$ cat src/rtl/fetch_controller_pkg.sv
`default_nettype none
// ============================================================================
// Module   : constants (package)
// Brief    : Shared widths and the fetch sequencer state encoding for the
//            19-bit CPU instruction fetch path.
// Revision : 1.0 - initial release
// ============================================================================
package constants;

  // Instruction word width of the 19-bit CPU
  localparam int WORD_SIZE      = 19;

  // Width of the optional performance counters
  localparam int PERF_CNT_WIDTH = 32;

  // Fetch sequencer states
  typedef enum logic [2:0] {
    IDLE   = 3'd0,
    REQ    = 3'd1,
    WAIT   = 3'd2,
    VALID  = 3'd3,
    HALTED = 3'd4
  } fetch_state_t;

endpackage : constants
`default_nettype wire

$ cat src/rtl/fetch_controller_perf_counter.sv
`default_nettype none
// ============================================================================
// Module   : fetch_perf_counter
// Brief    : Saturating event counter with enable. Clears only on reset and
//            sticks at all-ones once full.
// Revision : 1.0 - initial release
// ============================================================================
module fetch_perf_counter
  import constants::*;
#(
  parameter int WIDTH = PERF_CNT_WIDTH
) (
  input  logic             clk,
  input  logic             rst,
  input  logic             i_en,
  output logic [WIDTH-1:0] o_count
);

  localparam logic [WIDTH-1:0] C_ONE = {{(WIDTH-1){1'b0}}, 1'b1};

  logic [WIDTH-1:0] r_count;

  // Count enabled events, holding at the maximum value instead of wrapping
  always_ff @(posedge clk or posedge rst) begin
    if (rst) begin
      r_count <= '0;
    end else if (i_en && (r_count != '1)) begin
      r_count <= r_count + C_ONE;
    end
  end

  assign o_count = r_count;

endmodule : fetch_perf_counter
`default_nettype wire

$ cat src/rtl/fetch_controller.sv
`default_nettype none
// ============================================================================
// Module   : fetch_controller
// Brief    : Instruction fetch sequencer. Owns the PC, issues one-cycle reads
//            to instruction memory (1-cycle synchronous read), captures the
//            word into an instruction register and hands it to decode with a
//            valid/ready handshake. Accepts redirects and halts from execute.
// Options  : FETCH_PERF_CNT_EN - adds fetch_count / stall_count outputs.
// Revision : 1.0 - initial release
// ============================================================================
module fetch_controller
  import constants::*;
#(
  parameter int                    ADDR_WIDTH   = 16,
  parameter logic [ADDR_WIDTH-1:0] RESET_VECTOR = '0
) (
  input  logic                  clk,
  input  logic                  rst,
  input  logic                  start,
  input  logic                  halt_req,
  input  logic                  redirect_valid,
  input  logic [ADDR_WIDTH-1:0] redirect_addr,
  output logic                  im_rd_en,
  output logic [ADDR_WIDTH-1:0] im_addr,
  input  logic [WORD_SIZE-1:0]  im_rdata,
  output logic                  instr_valid,
  input  logic                  instr_ready,
  output logic [WORD_SIZE-1:0]  instr_out,
  output logic [ADDR_WIDTH-1:0] instr_pc,
  output logic                  halted
`ifdef FETCH_PERF_CNT_EN
  ,
  output logic [PERF_CNT_WIDTH-1:0] fetch_count,
  output logic [PERF_CNT_WIDTH-1:0] stall_count
`endif
);

  localparam logic [ADDR_WIDTH-1:0] C_PC_ONE = {{(ADDR_WIDTH-1){1'b0}}, 1'b1};

  fetch_state_t          r_state;
  fetch_state_t          w_state_next;
  logic [ADDR_WIDTH-1:0] r_pc;
  logic [ADDR_WIDTH-1:0] w_pc_next;
  logic [ADDR_WIDTH-1:0] w_pc_inc;
  logic [WORD_SIZE-1:0]  r_instr_out;
  logic [ADDR_WIDTH-1:0] r_instr_pc;
  logic                  w_capture;

  // Wraps naturally modulo 2^ADDR_WIDTH
  assign w_pc_inc = r_pc + C_PC_ONE;

  // State, PC and instruction register updates
  always_ff @(posedge clk or posedge rst) begin
    if (rst) begin
      r_state     <= IDLE;
      r_pc        <= '0;
      r_instr_out <= '0;
      r_instr_pc  <= '0;
    end else begin
      r_state <= w_state_next;
      r_pc    <= w_pc_next;
      if (w_capture) begin
        r_instr_out <= im_rdata;
        r_instr_pc  <= r_pc;
      end
    end
  end

  // Next-state and PC selection; halt beats redirect beats normal flow
  always_comb begin
    w_state_next = r_state;
    w_pc_next    = r_pc;
    w_capture    = 1'b0;
    case (r_state)
      IDLE: begin
        if (start) begin
          w_pc_next    = RESET_VECTOR;
          w_state_next = REQ;
        end
      end
      REQ: begin
        // A halt here leaves pc alone so the read is reissued on resume
        if (halt_req) begin
          w_state_next = HALTED;
        end else if (redirect_valid) begin
          w_pc_next    = redirect_addr;
          w_state_next = REQ;
        end else begin
          w_state_next = WAIT;
        end
      end
      WAIT: begin
        // Halt or redirect discard the returning word without capturing it
        if (halt_req) begin
          w_state_next = HALTED;
        end else if (redirect_valid) begin
          w_pc_next    = redirect_addr;
          w_state_next = REQ;
        end else begin
          w_capture    = 1'b1;
          w_pc_next    = w_pc_inc;
          w_state_next = VALID;
        end
      end
      VALID: begin
        if (halt_req) begin
          // An unconsumed word is refetched on resume by rewinding pc
          if (!instr_ready) begin
            w_pc_next = r_instr_pc;
          end
          w_state_next = HALTED;
        end else if (redirect_valid) begin
          w_pc_next    = redirect_addr;
          w_state_next = REQ;
        end else if (instr_ready) begin
          w_state_next = REQ;
        end
      end
      HALTED: begin
        if (start) begin
          w_state_next = REQ;
        end
      end
      default: begin
        w_state_next = IDLE;
      end
    endcase
  end

  // Outputs decode from registered state only, so they cannot glitch on inputs
  assign im_rd_en    = (r_state == REQ);
  assign im_addr     = (r_state == REQ) ? r_pc : '0;
  assign instr_valid = (r_state == VALID);
  assign halted      = (r_state == HALTED);
  assign instr_out   = r_instr_out;
  assign instr_pc    = r_instr_pc;

`ifdef FETCH_PERF_CNT_EN
  logic w_fetch_evt;
  logic w_stall_evt;

  assign w_fetch_evt = instr_valid && instr_ready;
  assign w_stall_evt = instr_valid && !instr_ready;

  fetch_perf_counter #(
    .WIDTH (PERF_CNT_WIDTH)
  ) u_fetch_cnt (
    .clk     (clk),
    .rst     (rst),
    .i_en    (w_fetch_evt),
    .o_count (fetch_count)
  );

  fetch_perf_counter #(
    .WIDTH (PERF_CNT_WIDTH)
  ) u_stall_cnt (
    .clk     (clk),
    .rst     (rst),
    .i_en    (w_stall_evt),
    .o_count (stall_count)
  );
`else
  // Performance counters are not built in this configuration
`endif

endmodule : fetch_controller
`default_nettype wire

$ cat config.mk
export PLATFORM = sky130hd
export DESIGN_NAME = fetch_controller
export DESIGN_NICKNAME = d
export VERILOG_FILES = /design/src/rtl/fetch_controller_pkg.sv /design/src/rtl/fetch_controller_perf_counter.sv /design/src/rtl/fetch_controller.sv
export SDC_FILE = /design/constraint.sdc
export NUM_CORES = 1
export LEC_CHECK = 0
export CORE_AREA = 5 5 107 109
export DETAILED_ROUTE_END_ITERATION = 16
export DIE_AREA = 0 0 112 114
export GPL_ROUTABILITY_DRIVEN = 0
export GPL_TIMING_DRIVEN = 0
export PLACE_DENSITY = 0.62
export SYNTH_ARGS = -nofsm -noshare
export SYNTH_HDL_FRONTEND = slang
export SYNTH_SLANG_ARGS = --single-unit
$ cat constraint.sdc
create_clock -name clk -period 2.6 [get_ports clk]
set_input_delay 0.52 -clock clk [delete_from_list [all_inputs] [get_ports clk]]
set_output_delay 0.52 -clock clk [all_outputs]
set_load 0.01 [all_outputs]
After elaboration in Yosys (flattened, before gate mapping)
Index checks and enable logic that the tools add are counted.
{"block": "totals", "register_bits": 54, "latchBits": 0, "mem_bits_rw": 0, "romBits": 0, "input_bits": 41, "word_cells": 41, "n_memories": 0}
{"block": "classes", "add_sub_neg": 1, "mul": 0, "div_mod_pow": 0, "n_lt_le_gt_ge": 0, "n_eq_ne": 10, "n_shift": 0, "n_mux": 21, "bitwise_logic": 0, "reduce_logical": 5}
{"operator": "two-way mux 16 bit", "count": 8}
{"operator": "one-hot mux 16 bit (4 select lines)", "count": 1}
{"operator": "two-way mux 3 bit", "count": 6}
{"operator": "adder 16 x 1 -> 16 bit, second input constant", "count": 1}
{"operator": "one-hot mux 3 bit (4 select lines)", "count": 1}
{"operator": "== test 3 x 2 -> 1 bit, second input constant", "count": 2}
{"operator": "inequality test 2 bit, second input constant", "count": 3}
{"operator": "AND reduction 5 bit", "count": 1}
{"operator": "two-way mux 2 bit", "count": 2}
{"operator": "inequality test 4 x 3 -> 1 bit, second input constant", "count": 1}
{"operator": "nonzero test 4 bit", "count": 1}
{"operator": "== test 3 x 1 -> 1 bit, second input constant", "count": 1}
{"operator": "== test 3 bit, second input constant", "count": 1}
{"operator": "zero test 3 bit", "count": 1}
{"operator": "two-way mux 1 bit", "count": 3}
{"operator": "inequality test 3 bit, second input constant", "count": 1}
{"operator": "inequality test 2 x 1 -> 1 bit, second input constant", "count": 1}
{"operator": "AND reduction 2 bit", "count": 1}
{"operator": "OR reduction 2 bit", "count": 1}

Logic depth before layout (Yosys ltp)
{"block": "logic_depth", "depth_word": 4, "mapped_depth": 7, "depth_no_buf": 5}

Worst setup path before layout
OpenSTA, ideal clock, no wires.
{"block": "synth_path", "kind": "reg2out", "startpoint": "reg r_state[2]", "endpoint": "out im_addr[10]", "arrival_ps": 1466, "required_time_ps": 2080, "setup_slack_ps": 614, "stages_incl_launch_ff": 5, "cell_sequence": "dfrtp_1 clkbuf_1 nor3b_1 clkbuf_1 and2_1"}
{"block": "synth_via", "elab_chain_len": 2}
{"item": "from (decl)", "line": "fetch_controller.sv:40", "text": "fetch_state_t r_state;"}
{"item": "from (signal assigned)", "line": "fetch_controller.sv:60", "text": "r_state <= w_state_next;"}
{"item": "== test 3 x 1 -> 1 bit"}
{"item": "net im_rd_en", "line": "fetch_controller.sv:23", "text": "output logic im_rd_en,"}
{"item": "two-way mux 16 bit", "line": "fetch_controller.sv:132", "text": "assign im_addr = (r_state == REQ) ? r_pc : '0;"}
{"item": "to (decl)", "line": "fetch_controller.sv:24", "text": "output logic [ADDR_WIDTH-1:0] im_addr,"}
The timed path passes the listed nets, and every way through them passes these cells.

Final worst setup path
{"block": "layout_path", "startpoint": "reg r_state[0]", "endpoint": "out im_addr[4]"}
{"block": "layout_via", "elab_chain_len": 2}
{"item": "== test 3 x 1 -> 1 bit", "line": "fetch_controller.sv:132"}
{"item": "two-way mux 16 bit", "line": "fetch_controller.sv:132"}
No other way between the ends.

==> impl_metrics.tcl <==
set metrics [dict create \
    outcome "complete, no violations" \
    fp.dieH_um 114 \
    synth_top_area_share_pct 44.4 \
    required_ns 2.08 \
    cp.arrival_ns 2.00 \
    utilization_pct 41.0 \
    max_clock_freq_mhz 397 \
    synth-seq-cells 54 \
    grt_max_degree 36 \
    numCtsBuffers 5 \
    maxCapViolations 0 \
    cts-root-buf "clkbuf_8" \
    hold_path.class "primary input to async pin" \
    drt-vias-per-instance 5.36 \
    async_reset_ff_share_pct 100 \
    ys_seq_area_share_pct 44.4 \
    maxSlewViolCount 0 \
    synth.avg_cell_area_um2 10.4 \
    rsz0062_at_grt "no" \
    p_leak_nw 1.89 \
    synth.distinct_cells 61 \
    pwr-share-comb_pct 44.3 \
    critPathLaunchType "register" \
    p_int_w 0.00207 \
    synthTopCellsByArea "dfrtp_1 (44%), mux2_2 (12%), and2_1 (3.7%)" \
    drive_above_1_share_pct 16.5 \
    critPathKind "register to primary output" \
    synth_edf_count 0 \
    irDropWorstVdd_v 0.000362 \
    fin_ws_ns 0.0798 \
    cts_max_level 2 \
    syn_nets 336 \
    hold_viol_final 0 \
    final_net_count 436 \
    end_kind "primary output" \
    ys.flop_type "dfrtp_1" \
    clkLatencyLatePin_ns 0.31 \
    hold_slack_ns 0.516 \
    report.power.total_w 0.00323 \
    globalRouteTotalUtil_pct 15.0 \
    cts_buffer_depth 2 \
    cts_tree "built" \
    clockPowerShare_pct 15.0 \
    pin_count 95 \
    place_ws_ns -0.572 \
    hold_buffers 0 \
    start_util_pct 29.0 \
    worst_pin_slew_ns 0.846 \
    gr-total-overflow 0 \
    dpl.hpwl_mm 7.14 \
    grt_pass1_vias 2984 \
    diodes 0 \
    dr.pass1.iters 5 \
    avgRoutedWirePerCell_um 18.0 \
    switching_share_pct 35.9 \
    power_density_nw_per_um2 749 \
    path_max_fanout 10 \
    grt_pass1_wl_mm 15.5 \
    rows 38 \
    drt_wl_total_mm 9.64 \
    die_x_um 112 \
    skew_ns 0.00872 \
    fin_tns_setup_ns 0 \
    setup_viol 0 \
    fin_crit_ns 2.52 \
    syn_inst 294 \
    synth_largest_area_cell "dfrtp_1" \
    slew_headroom_pct 43.6 \
    drc_errors 0 \
    syn_to_final_growth_pct 41.5 \
    power.switching_w 0.00116 \
    die-area_um2 12800 \
    syn-cell-area_um2 3050 \
    vias 2864 \
    yosys_warnings 0 \
    cts.clk_slew.worst_paths_ns 0.11 \
    portBuffers 93 \
    coreArea_um2 10500 \
    postRouteAntennaNets 0 \
    clock_sinks 54 \
    drtIter0Drc 243 \
    seqPwrFrac_pct 40.7 \
    antenna_found_initial 0 \
    min_period_over_period_pct 96.9 \
]
what timing repair did:
item	4_1_cts	5_1_grt
endpoints found under the setup margin	19	19
pin swaps	1	0
resized for setup	6	12
setup buffers	1	0
sequential cells by signal, summed over array words and instances (netlist names):
name and cells:
instr_out 19, r_state 3, instr_pc 16, r_pc 16
path summary, 6_finish.rpt:
| kind | start | to | slack, ns | cells past startpoint |
|---|---|---|---|---|
| max | r_state[0] | im_addr[4] | 0.08 | 5 |
| min | rst | instr_out[9] | 0.52 | 2 |
| max reg2reg | r_state[2] | instr_pc[4] | 0.44 | 5 |
| min reg2reg | instr_out[11] | instr_out[11] | 0.52 | 1 |
| max in group asynchronous | rst | r_state[2] | 1.52 | 3 |
| min in group clk | instr_out[11] | instr_out[11] | 0.52 | 1 |
layout make-up:
cell class | instances | area, um2
plain buffers | 23 | 139
clock buffers | 5 | 68.8
clock inverters | 2 | 13.8
fillers | 1025 | 6200
inverters | 8 | 30.0
multi-input cells | 207 | 1550
flip-flops and latches | 54 | 1350
well taps | 140 | 175
repair buffers | 95 | 976
cells in the mapped netlist, drive strengths merged, types with 3 or more instances:
| cell | instances |
|---|---|
| a222oi | 6 |
| mux2i | 4 |
| a22oi | 3 |
| mux2 | 32 |
| nand4 | 9 |
| o31ai | 5 |
| nand3b | 3 |
| a22o | 3 |
| or2 | 3 |
| buf | 14 |
| nand3 | 7 |
| o21ai | 12 |
| nor3b | 5 |
| and2 | 18 |
| inv | 8 |
| o32ai | 3 |
| or3 | 4 |
| clkbuf | 11 |
| nor2 | 12 |
| a21oi | 10 |
| dfrtp | 54 |
| nor4 | 8 |
| nand2 | 15 |
per-layer routing:
| layer | part of all wire (%) | up-vias | global-route usage [%] |
|---|---|---|---|
| li1 | - | 1324 | - |
| met1 | 42 | 1367 | 19.2 |
| met2 | 46 | 157 | 23.9 |
| met3 | 10 | 16 | 5.41 |
| met4 | 1.7 | 0 | 4.41 |
| met5 | 0 | - | 0 |
layout by cell type, fill, tap and decap left out, types with 6 or more instances in the layout:
master and count:
a21oi_1 10, a222oi_1 6, and2_1 18, buf_2 7, clkbuf_1 9, clkbuf_8 6, clkdlybuf4s50_1 86, dfrtp_1 53
dlymetal6s2s_1 7, inv_1 7, mux2_2 32, nand2_1 15, nand3_1 7, nand4_1 9, nor2_1 11, nor4_1 7
o21ai_0 8
stage by stage:
stage / instance area (um2) / cells
floorplan: 3050 / 294
global placement: 4150 / 527
detailed placement: 4170 / 528
CTS: 4280 / 534
global route: 4310 / 534
finish: 4310 / 534
power by group through the flow:
stage	clock network (W)	logic, W	registers (W)
3_5_place_dp	0	0.00142	0.00131
4_1_cts	0.000499	0.00144	0.00131
6_report	0.000486	0.00143	0.00131
3_3_place_gp	0	0.00140	0.00130
5_1_grt	0.000536	0.00155	0.00135
2_1_floorplan	0	0.000628	0.00136
cells by family after synthesis:
logic type               count (synthesis)  synth area share [%]
AND/OR/NAND/NOR                         98                  19.0
AO/OA/AOI/OAI                           71                  17.5
XOR/XNOR                                 1                 0.288
buffers and inverters                   33                  5.30
adder cells (fa/ha/maj)                  1                 0.411
flip-flops                              54                  44.4
multiplexers                            36                  13.1
critical path, cell delays in order (launching register included):
cell	delay [ns]
dfrtp_1	0.40
buf_4	0.18
nor3b_4	0.24
buf_4	0.20
and2_1	0.14
clkdlybuf4s50_1	0.53
Power figures use the tool's default switching activity.
==> RTL change 1 (same settings) <==
`r_pc` no longer has a reset.
--- a/src/rtl/fetch_controller.sv
+++ b/src/rtl/fetch_controller.sv
@@ -54,10 +54,8 @@
     if (rst) begin
       r_state     <= IDLE;
-      r_pc        <= '0;
       r_instr_out <= '0;
       r_instr_pc  <= '0;
     end else begin
       r_state <= w_state_next;
-      r_pc    <= w_pc_next;
       if (w_capture) begin
         r_instr_out <= im_rdata;
@@ -65,4 +63,8 @@
       end
     end
+  end
+
+  always_ff @(posedge clk) begin
+    r_pc <= w_pc_next;
   end
 
Behaviour: same outputs for any inputs over 10 cycles, from zero or initial values and one cycle with rst high; that may be too few to reach the edited logic, so the function may still have changed.
==> RTL change 1 against the original RTL <==
  * Cell area is 4.7% lower
  * Global-route usage decreased by 2.5 points
  * Highest routed layer unchanged
  * Combinational power increased by 4%
  * Power grew 9.8%
  * Largest cell class is now registers
  * Critical path depth is 1 higher
  * Sequential cell count did not move
  * Worst setup slack got worse by 0.025 ns
  * Routed wire length down 16%
  * Synthesized cell count fell by 22%
  * Area after synthesis is 7.5% lower
  * Sequential power increased by 13%
  * Count of clock-buffer cells in the layout is 1 higher
==> RTL change 1: results (changes against the original RTL) <==
Worst-path clk slew = 0.11 ns (about the same)
Root Buffer = clkbuf_8 (unchanged)
Syn_nets = 270 (was 336)
Max_cap viols = 0 (unchanged)
Hold path depth = 1
H-tree level count = 2 (unchanged)
Detailed Place HPWL = 5.870 mm (was 7.142 mm)
First DRT Iteration DRCs = 92 (was 243)
Max IR drop VDD = 0.2724 mV (was 0.3623 mV)
Fraction of registers with async set/reset = 70.37% (was 100.0%)
Vias in the first global route = 2377 (was 2984)
Top post-synthesis cells by area = dfrtp_1 (34%), edfxtp_1 (17%), mux2_2 (14%) (was dfrtp_1 (44%), mux2_2 (12%), and2_1 (3.7%))
Clk buf depth = 2 (unchanged)
Clock skew = 0.01301 ns (was 0.008722 ns)
Largest net degree at the start of global routing = 39 (was 36)
Num CTS Buffers = 5 (unchanged)
Layout cells sized above 1 = 19.94% (was 16.50%)
TritonRoute pass-1 iters = 7 (was 5)
Finished Layout Cells = 471 (was 534)
Hold Path Sink = instr_out[13]$_DFFE_PP0P_
Total Routed Length = 8.097 mm (was 9.637 mm)
Min-Delay Path Class = flop to flop (was input pin to asynchronous set/reset pin)
Worst r2r path cells = 5 (unchanged)
Register area share after synthesis = 50.82% (was 44.37%)
CP max-delay cell = clkdlybuf4s50_1 (unchanged)
Crit-path leading delay family = buffers and inverters (unchanged)
Tot GR Track Use = 12.47% (was 14.99%)
Worst Path Max Fanout = 10 (unchanged)
Top cell types by occurrence after synthesis = dfrtp_1 (38), mux2_2 (35), and2_1 (18) (was dfrtp_1 (54), mux2_2 (32), and2_1 (18))
Antenna diodes = 0 (unchanged)
Hold Path Origin = instr_out[13]$_DFFE_PP0P_
Number of nets in the layout = 372 (was 436)
P_leak = 1.840 nW (was 1.886 nW)
Maximum clock frequency = 392.9 MHz (was 396.8 MHz)
Reg-to-reg startpoint = r_pc[0]$_DFFE_PP_ (was r_state[2]$_DFFE_PP0P_)
Max reg flops = 19 (unchanged)
Arrival @ worst endpoint = 2.67 ns (was 2.00 ns)
Cell count after synthesis = 228 (was 294)
R2r setup slk = 0.42 ns (was 0.44 ns)
Place WS = -0.2577 ns (was -0.5719 ns)
Post-synth EDFFs = 16 (was 0)
Status = completed (unchanged)
Yosys warns = 0 (unchanged)
Initial antenna violation count = 0 (unchanged)
Post-synth cell types = 51 (was 61)
Placed insts = 462 (was 528)
Port Buffers = 93 (unchanged)
First-pass GRT wire length = 12.88 mm (was 15.54 mm)
Slew HR = 29.69% (was 43.61%)
Worst r2r dst = r_pc[8]$_DFFE_PP_ (was instr_pc[4]$_DFFE_PP0P_)
Skew-Pair Late Insertion Delay = 0.31 ns (about the same)
Slowest stage delay, CP = 0.70 ns (was 0.53 ns)
Via-per-instance ratio = 4.909 (was 5.363)
Top_reg_cell synth = dfrtp_1 (unchanged)
==> RTL change 1: logic make-up after synthesis <==
| kind of cell | synth area share, % |
|---|---|
| AO/OA/AOI/OAI | 15.37 |
| XOR/XNOR | 1.866 |
| adder cells (fa/ha/maj) | 0.4442 |
| buffers and inverters | 3.820 |
| flip-flops | 50.82 |
| multiplexers | 14.35 |
| AND/OR/NAND/NOR | 13.33 |
==> RTL change 1: worst max-delay path by stage <==
stage                           startpoint                end  cells after the start
finish                            halt_req  r_pc[2]$_DFFE_PP_                      6
global route        r_state[2]$_DFFE_PP0P_         im_addr[3]                      6
CTS                 r_state[2]$_DFFE_PP0P_         im_addr[8]                      6
detailed placement  r_state[2]$_DFFE_PP0P_         im_addr[8]                      6
global placement                  halt_req  r_pc[9]$_DFFE_PP_                      3
floorplan           r_state[0]$_DFFE_PP0P_  r_pc[0]$_DFFE_PP_                      5
==> RTL change 1: routing by layer <==
metal | vias to the layer above | routed length (µm) | GRT usage (%)
met5 | - | 0 | 0
met4 | 0 | 130 | 3.766
li1 | 1090 | - | -
met1 | 1142 | 3374 | 15.28
met3 | 7 | 430 | 2.387
met2 | 73 | 4162 | 22.30
==> RTL change 1: cell type report <==
| cell class | instances | area, µm² |
|---|---|---|
| Multi-Input combinational cell | 156 | 1287 |
| Tap cell | 140 | 175.2 |
| Timing Repair Buffer | 95 | 983.4 |
| Sequential cell | 54 | 1431 |
| Buffer | 14 | 102.6 |
| Fill cell | 1024 | 6402 |
| Clock buffer | 6 | 72.57 |
| Clock inverter | 2 | 37.54 |
| Inverter | 4 | 15.01 |
==> RTL change 1: stage by stage <==
step,power (mW),utilization (%),TNS [ns],hold WS [ns],area [µm²]
finish,3.544,39.07,0,0.5120,4105
global route,3.764,39.07,0,0.5358,4105
CTS,3.612,38.76,-0.002287,0.5199,4073
detailed placement,2.995,37.44,-4.283,0.4968,3934
global placement,2.955,37.33,-10.35,0.4896,3923
floorplan,2.132,-,0,0.5374,2816
==> RTL change 1: timing repair <==
item                                    CTS  global route
gates resized for setup                   9            13
pin swaps                                 1             1
endpoints found under the setup margin   17            14
setup buffers                             1             0
cloned                                    0             0
==> RTL change 1: where the power goes <==
part	switching [mW]	total (mW)	internal, mW
clock network	0.284	0.572	0.288
logic	0.622	1.49	0.872
registers	0.257	1.48	1.22
total	1.16	3.54	2.38
==> RTL change 2 (config.mk and constraints unchanged) <==
Made on the original files. `WORD_SIZE`: 19 -> 38.
--- a/src/rtl/fetch_controller_pkg.sv
+++ b/src/rtl/fetch_controller_pkg.sv
@@ -9,5 +9,5 @@
 
   // Instruction word width of the 19-bit CPU
-  localparam int WORD_SIZE      = 19;
+  localparam int WORD_SIZE      = 38;
 
   // Width of the optional performance counters
Ports: changed (resized im_rdata and instr_out); port bits go from 95 to 133. The function was not compared with the original's and may differ.
==> RTL change 2 against the original RTL <==
  * Count of clock-buffer cells in the layout is 4 higher
  * Sequential share of layout area up 1.6 points
  * Sequential power increased by 37%
  * Highest routed layer unchanged
  * Sequential cell count grew 19
  * Cell area rose by 29%
  * Area after synthesis is 24% higher
  * Combinational power grew 31%
  * Routed wire length increased by 17%
  * Critical path depth unchanged
  * Core utilization rose by 12 points
  * Worst setup slack better by 0.020 ns
  * Power up 44%
  * Critical path type unchanged
==> RTL change 2: results (changes against the original RTL) <==
Skew-Pair Late Insertion Delay = 0.35 ns (was 0.31 ns)
Number of nets in the layout = 528 (was 436)
Placed cell areas = 5285 µm² (was 4172 µm²)
Slew @ Worst Pin = 0.9802 ns (was 0.8458 ns)
Post-synth cell types = 60 (was 61)
Routed length on met1 = 4.429 mm (was 4.064 mm)
Met2 routed WL = 5.203 mm (was 4.395 mm)
Status = completed (unchanged)
Num CTS Buffers = 9 (was 5)
Max reg flops = 38 (was 19)
Vias in the first global route = 3379 (was 2984)
Top post-synthesis cells by area = dfrtp_1 (48%), mux2_2 (16%), buf_6 (3.0%) (was dfrtp_1 (44%), mux2_2 (12%), and2_1 (3.7%))
Largest net degree at the start of global routing = 47 (was 36)
Post-CTS sizing = 7 (was 6)
PD cells = 841.7 nW/µm² (was 749.2 nW/µm²)
Port Buffers = 131 (was 93)
First-pass GRT wire length = 17.88 mm (was 15.54 mm)
Detailed Place HPWL = 8.285 mm (was 7.142 mm)
Syn_nets = 384 (was 336)
Total Routed Length = 11.23 mm (was 9.637 mm)
Post-Syn Area per Cell = 11.67 µm² (was 10.36 µm²)
Met1 Usage GRT = 21.11% (was 19.20%)
Register area share after synthesis = 48.47% (was 44.37%)
Fraction of the mapped netlist area in compound gates = 14.41% (was 17.50%)
Share of power burned in registers = 38.3% (was 40.7%)
Mux contribution to synthesized area = 17.99% (was 13.15%)
Arrival @ worst endpoint = 1.98 ns (was 2.00 ns)
Min-Delay Path Class = input pin to flop (was input pin to asynchronous set/reset pin)
Routed len/inst = 18.38 µm (was 18.05 µm)
Top cell types by occurrence after synthesis = dfrtp_1 (73), mux2_2 (52), nand2_1 (21) (was dfrtp_1 (54), mux2_2 (32), and2_1 (18))
P_leak = 2.340 nW (was 1.886 nW)
Worst-path clk slew = 0.09 ns (was 0.11 ns)
Grt met2 use = 27.66% (was 23.94%)
Synth Area in Adders = 0.3320% (was 0.4108%)
Max IR drop VDD = 0.4619 mV (was 0.3623 mV)
First DRT Iteration DRCs = 115 (was 243)
Met3 wire length = 1.335 mm (was 1.011 mm)
-- RTL change 2: changes by cell type after synthesis, moves of 5 or more --
| cell | before | now |
|---|---|---|
| dfrtp_1 | 54 | 73 |
| o21ai_0 | 8 | 18 |
| nand2_1 | 15 | 21 |
| clkbuf_1 | 11 | 5 |
| nor4_1 | 8 | 1 |
| a221o_1 | 1 | 7 |
| mux2_2 | 32 | 52 |
| buf_2 | 9 | 2 |
| nor3b_1 | 5 | 0 |
| a222oi_1 | 6 | 0 |
| buf_6 | 2 | 10 |
-- RTL change 2: final timing paths --
kind | slack [ns] | cells past startpoint | startpoint | end
min in group asynchronous | 0.50 | 2 | rst | instr_out[27]$_DFFE_PP0P_
min | 0.48 | 2 | halt_req | r_state[0]$_DFFE_PP0P_
max | 0.1 | 5 | r_state[2]$_DFFE_PP0P_ | im_addr[10]
max in group asynchronous | 1.52 | 3 | rst | r_state[2]$_DFFE_PP0P_
min reg2reg | 0.50 | 1 | instr_out[27]$_DFFE_PP0P_ | instr_out[27]$_DFFE_PP0P_
max reg2reg | 0.42 | 5 | r_state[2]$_DFFE_PP0P_ | r_pc[8]$_DFFE_PP0P_
-- RTL change 2: area by class of cell --
cell class              count  area (µm²)
multi-input cells         222        1745
clock inverters             6       92.59
fillers                   953        4971
clock buffers               9       123.9
well taps                 140       175.2
flip-flops and latches     73        1828
repair buffers            133        1345
plain buffers              24       209.0
inverters                   4       17.52
-- RTL change 2: metrics by stage --
stage / setup WS (ns) / util (%)
final: 0.09971 / 52.69
after global routing: 0.004752 / 52.69
after CTS: 0.007492 / 52.61
after floorplan: 0.2267 / -
after detailed placement: -0.2548 / 50.30
after global placement: -1.150 / 50.01
